==> config.mk <==
export PLATFORM = sky130hd
export DESIGN_NAME = retrocomm_initiator_tx
export DESIGN_NICKNAME = d
export VERILOG_FILES = /design/src/rtl/retrocomm_initiator_tx.sv
export SDC_FILE = /design/constraint.sdc
export NUM_CORES = 1
export LEC_CHECK = 0
export CAP_MARGIN = 25
export CELL_PAD_IN_SITES_DETAIL_PLACEMENT = 0
export CELL_PAD_IN_SITES_GLOBAL_PLACEMENT = 1
export CORE_AREA = 2 2 106 108
export DETAILED_ROUTE_END_ITERATION = 8
export DIE_AREA = 0 0 108 110
export PLACE_DENSITY_LB_ADDON = 0.2
export SLEW_MARGIN = 20
export SYNTH_ARGS = -nofsm -noshare
export SYNTH_HDL_FRONTEND = slang
export SYNTH_SLANG_ARGS = --single-unit
==> constraint.sdc <==
create_clock -name Clk -period 3.6 [get_ports Clk]
set_input_delay 0.54 -clock Clk [delete_from_list [all_inputs] [get_ports Clk]]
set_output_delay 0.54 -clock Clk [all_outputs]
set_load 0.02 [all_outputs]
==> src/rtl/retrocomm_initiator_tx.sv <==
// Initiator side of the RetroComm link: sends a 32-bit command as two 16-bit beats,
// then collects a two-beat response, with a response timeout and short-response detection.
module retrocomm_initiator_tx #(
  parameter int unsigned TIMEOUT = 255
) (
  input  logic        Clk,
  input  logic        Reset,
  input  logic        Pause,
  input  logic        s_valid,
  output logic        s_ready,
  input  logic [31:0] s_data,
  output logic [15:0] Dout,
  output logic        Raise,
  input  logic [15:0] Din,
  input  logic        Strobe,
  output logic        r_valid,
  input  logic        r_ready,
  output logic [31:0] r_data,
  output logic        err,
  output logic [1:0]  err_code
);

  typedef enum logic [2:0] {
    StIdle, StSendLo, StSendHi, StWait, StRecvHi, StResp
  } state_e;

  localparam logic [15:0] CntLast = 16'(TIMEOUT - 1);

  state_e      state;
  logic [15:0] cmd_hi;
  logic [15:0] wait_cnt;

  assign s_ready = (state == StIdle) && !Pause;

  always_ff @(posedge Clk or posedge Reset) begin
    if (Reset) begin
      state    <= StIdle;
      cmd_hi   <= 16'h0000;
      wait_cnt <= 16'h0000;
      Dout     <= 16'h0000;
      Raise    <= 1'b0;
      r_valid  <= 1'b0;
      r_data   <= 32'h0000_0000;
      err      <= 1'b0;
      err_code <= 2'b00;
    end else begin
      err      <= 1'b0;
      err_code <= 2'b00;
      case (state)
        StIdle: begin
          if (s_valid && s_ready) begin
            Dout   <= s_data[15:0];
            cmd_hi <= s_data[31:16];
            Raise  <= 1'b1;
            state  <= StSendLo;
          end
        end
        StSendLo: begin
          Dout  <= cmd_hi;
          state <= StSendHi;
        end
        StSendHi: begin
          Raise    <= 1'b0;
          wait_cnt <= 16'h0000;
          state    <= StWait;
        end
        StWait: begin
          // A beat arriving on the last counted cycle wins over the timeout.
          if (Strobe) begin
            r_data[15:0] <= Din;
            state        <= StRecvHi;
          end else if (wait_cnt == CntLast) begin
            err      <= 1'b1;
            err_code <= 2'b01;
            state    <= StIdle;
          end else begin
            wait_cnt <= wait_cnt + 16'h0001;
          end
        end
        StRecvHi: begin
          if (Strobe) begin
            r_data[31:16] <= Din;
            r_valid       <= 1'b1;
            state         <= StResp;
          end else begin
            err      <= 1'b1;
            err_code <= 2'b10;
            r_data   <= 32'h0000_0000;
            state    <= StIdle;
          end
        end
        StResp: begin
          if (r_ready) begin
            r_valid <= 1'b0;
            state   <= StIdle;
          end
        end
        default: state <= StIdle;
      endcase
    end
  end

endmodule

==> reports/summary.txt <==
core area: 10700 um^2
postcts setup bufs: 0
Clock Pin Slew Worst Setup and Hold Paths: 0.11 ns
Syn Nets: 423
CTS resizes: 0
Fin Clk Skew: 0.0185 ns
Max Clk Rate: 0.413 GHz
area share of the largest cell type after synthesis: 56.2%
biggest area consumer among synthesized cells: dfrtp_1
Bufs on Longest Clock Path: 2
most frequent cells in the layout: 107 x clkdlybuf4s50_1, 101 x nand2_1, 88 x dfrtp_1
Post-Place Cells: 597
H-tree Lvls: 3
Post-synth EDFFs: 0
Crit path arrival time: 1.88 ns
Hold Path Class: register to register
initial core utilization: 36.6%
share of post-route cells with drive strength above 1: 9.07%
Remaining Overflow, GRT: 0
max_cap viols: 0
first-pass GRT wire length: 15400 um
largest net degree at the start of global routing: 52
Final Wtd Congestion: 0.756
Ports: 108
initial detailed-routing violation count: 117
Req. time, crit path: 3.06 ns
sequential area share after synthesis: 56.2%
initial antenna violation count: 0
max-slew violations: 0
Port Buffers: 107
WL/cell: 15.5 um
Pre-antenna DRT Iters: 4
Fillers: 1031
Worst slew margin: 33.2%
post-route ant nets: 0
vias in the first global route: 2976
area of the mapped netlist: 3920 um^2
drt via density: 4.92
Final Cycle Share: 67.2%
final net count: 525
Avg Cell Area, Syn: 10.7 um^2
endpoint type of the worst setup path: primary output
worst-path cell chain: clkdlybuf4s50_1 -> nor4_4 -> clkdlybuf4s50_1
TNS Setup: 0 ns
Least-Margin Pin Slew: 0.998 ns
Synth async-reset ratio: 100%
Setup crit start kind: primary input
Area growth syn-to-layout: 35.6%
CTS tree: yes
CTS Hold Buffers Added: 0
die height: 110 um
Critical Path Fanout Max: 3
ANT cells: 0
non-filler cells, final: 614
die area: 11900 um^2
clock root buffer: clkbuf_8
PD cells: 751 nW/um^2
RSZ-0062 raised after global routing: no
GR Util All Layers: 16.7%
final hold viol count: 0
DP HPWL: 6530 um
synth unique cells: 38
Yosys warnings: 0
total number of vias: 3018
drt drc: 0
VDD IR max: 252 uV
clock sink count: 88
Routed Wire Length: 9540 um
crit path time final: 2.42 ns
static leakage: 2.47 nW
# setup viols final: 0
flops & latches, synth: 88
CP peak stage delay: 0.66 ns
most used cell, CP: clkdlybuf4s50_1
Slowest-stage cell, CP: clkdlybuf4s50_1
TritonCTS Buffers: 9
ys flop type: dfrtp_1
commonest non-fill, non-tap cell in the layout: clkdlybuf4s50_1
Die Width: 108 um
Clock Latency Late Sink: 0.36 ns
Cell Rows: 38
post-synthesis cell count: 367
status: complete, no violations
top post-synthesis cells by area: dfrtp_1 56%, nand2_1 9.7%, mux2i_1 7.4%
critical path class: primary input to primary output
[where the power goes]
part	internal, mW	switching, mW
registers	1.35	0.242
clock network	0.336	0.395
logic	0.823	0.838
[metal layers]
metal  vias up  routed length [um]  GRT usage, %
met1      1476                4560          23.2
met3        10                 354          2.41
met5         -                   0             0
met2        58                4510          26.6
li1       1474                   -             -
met4         0                 112          6.04
[synthesized netlist by cell type (2+ instances only)]
master,count
and4_1,3
buf_6,2
a21oi_1,3
buf_4,3
mux2_4,14
nand2_1,101
dfrtp_1,88
o21ai_0,37
and4bb_1,2
nand3_1,8
inv_1,3
nand4_1,8
clkbuf_1,9
mux2i_1,29
o21ai_1,14
nor2_1,3
and2b_1,2
nor4_1,3
nor2b_1,2
a221o_1,2
mux2_2,2
ha_1,2
buf_2,6
and3_1,7
[metrics by stage]
step | hold WS [ns] | total power [mW] | setup WS (ns) | area [um^2] | utilization (%)
after global routing | 0.509 | 4.25 | 1.11 | 5310 | 49.6
after global placement | 0.464 | 3.26 | 1.13 | 5090 | 47.6
final | 0.475 | 3.99 | 1.18 | 5310 | 49.6
after floorplan | 0.441 | 2.56 | 0.781 | 3920 | -
after CTS | 0.485 | 4.02 | 1.17 | 5300 | 49.5
after detailed placement | 0.464 | 3.29 | 1.10 | 5090 | 47.6
[registers in the layout, indices dropped and copies added, names as in the netlist]
name / count
r_data: 32
r_valid: 1
Dout: 16
wait_cnt: 16
err: 1
state: 3
Raise: 1
err_code: 2
cmd_hi: 16
[worst max-delay path, delay by kind of cell]
kind	cells	cell delay, ns
buf+inv	2	1.13
simple gates	1	0.21
[area by class of cell]
cell class	count	area, um^2	area share [%]
well taps	140	175	3.30
flip-flops and latches	88	2200	41.5
clock inverters	7	85.1	1.60
repair buffers	111	1120	21.0
clock buffers	9	124	2.33
inverters	3	12.5	0.236
multi-input cells	256	1590	30.0
[path summary, 6_finish.rpt]
| kind | slack [ns] | to | cells after the start | start |
|---|---|---|---|---|
| worst max register to register | 1.48 | cmd_hi[9] | 3 | state[1] |
| min in group asynchronous | 0.60 | r_data[21] | 2 | Reset |
| worst max-delay path | 1.18 | s_ready | 3 | Pause |
| max in group asynchronous | 2.29 | wait_cnt[4] | 3 | Reset |
| worst min register to register | 0.48 | Dout[9] | 2 | cmd_hi[9] |
| worst min-delay path | 0.48 | Dout[9] | 2 | cmd_hi[9] |
[cell families after synthesis]
family	count (synthesis)	share of synthesized area, %
buffers and inverters	23	3.07
AO/OA/AOI/OAI	61	8.34
flip-flops	88	56.2
AND/OR/NAND/NOR	148	18.4
adder cells (fa/ha/maj)	2	0.639
multiplexers	45	13.4
No activity file was read; power rests on OpenSTA's default activity.
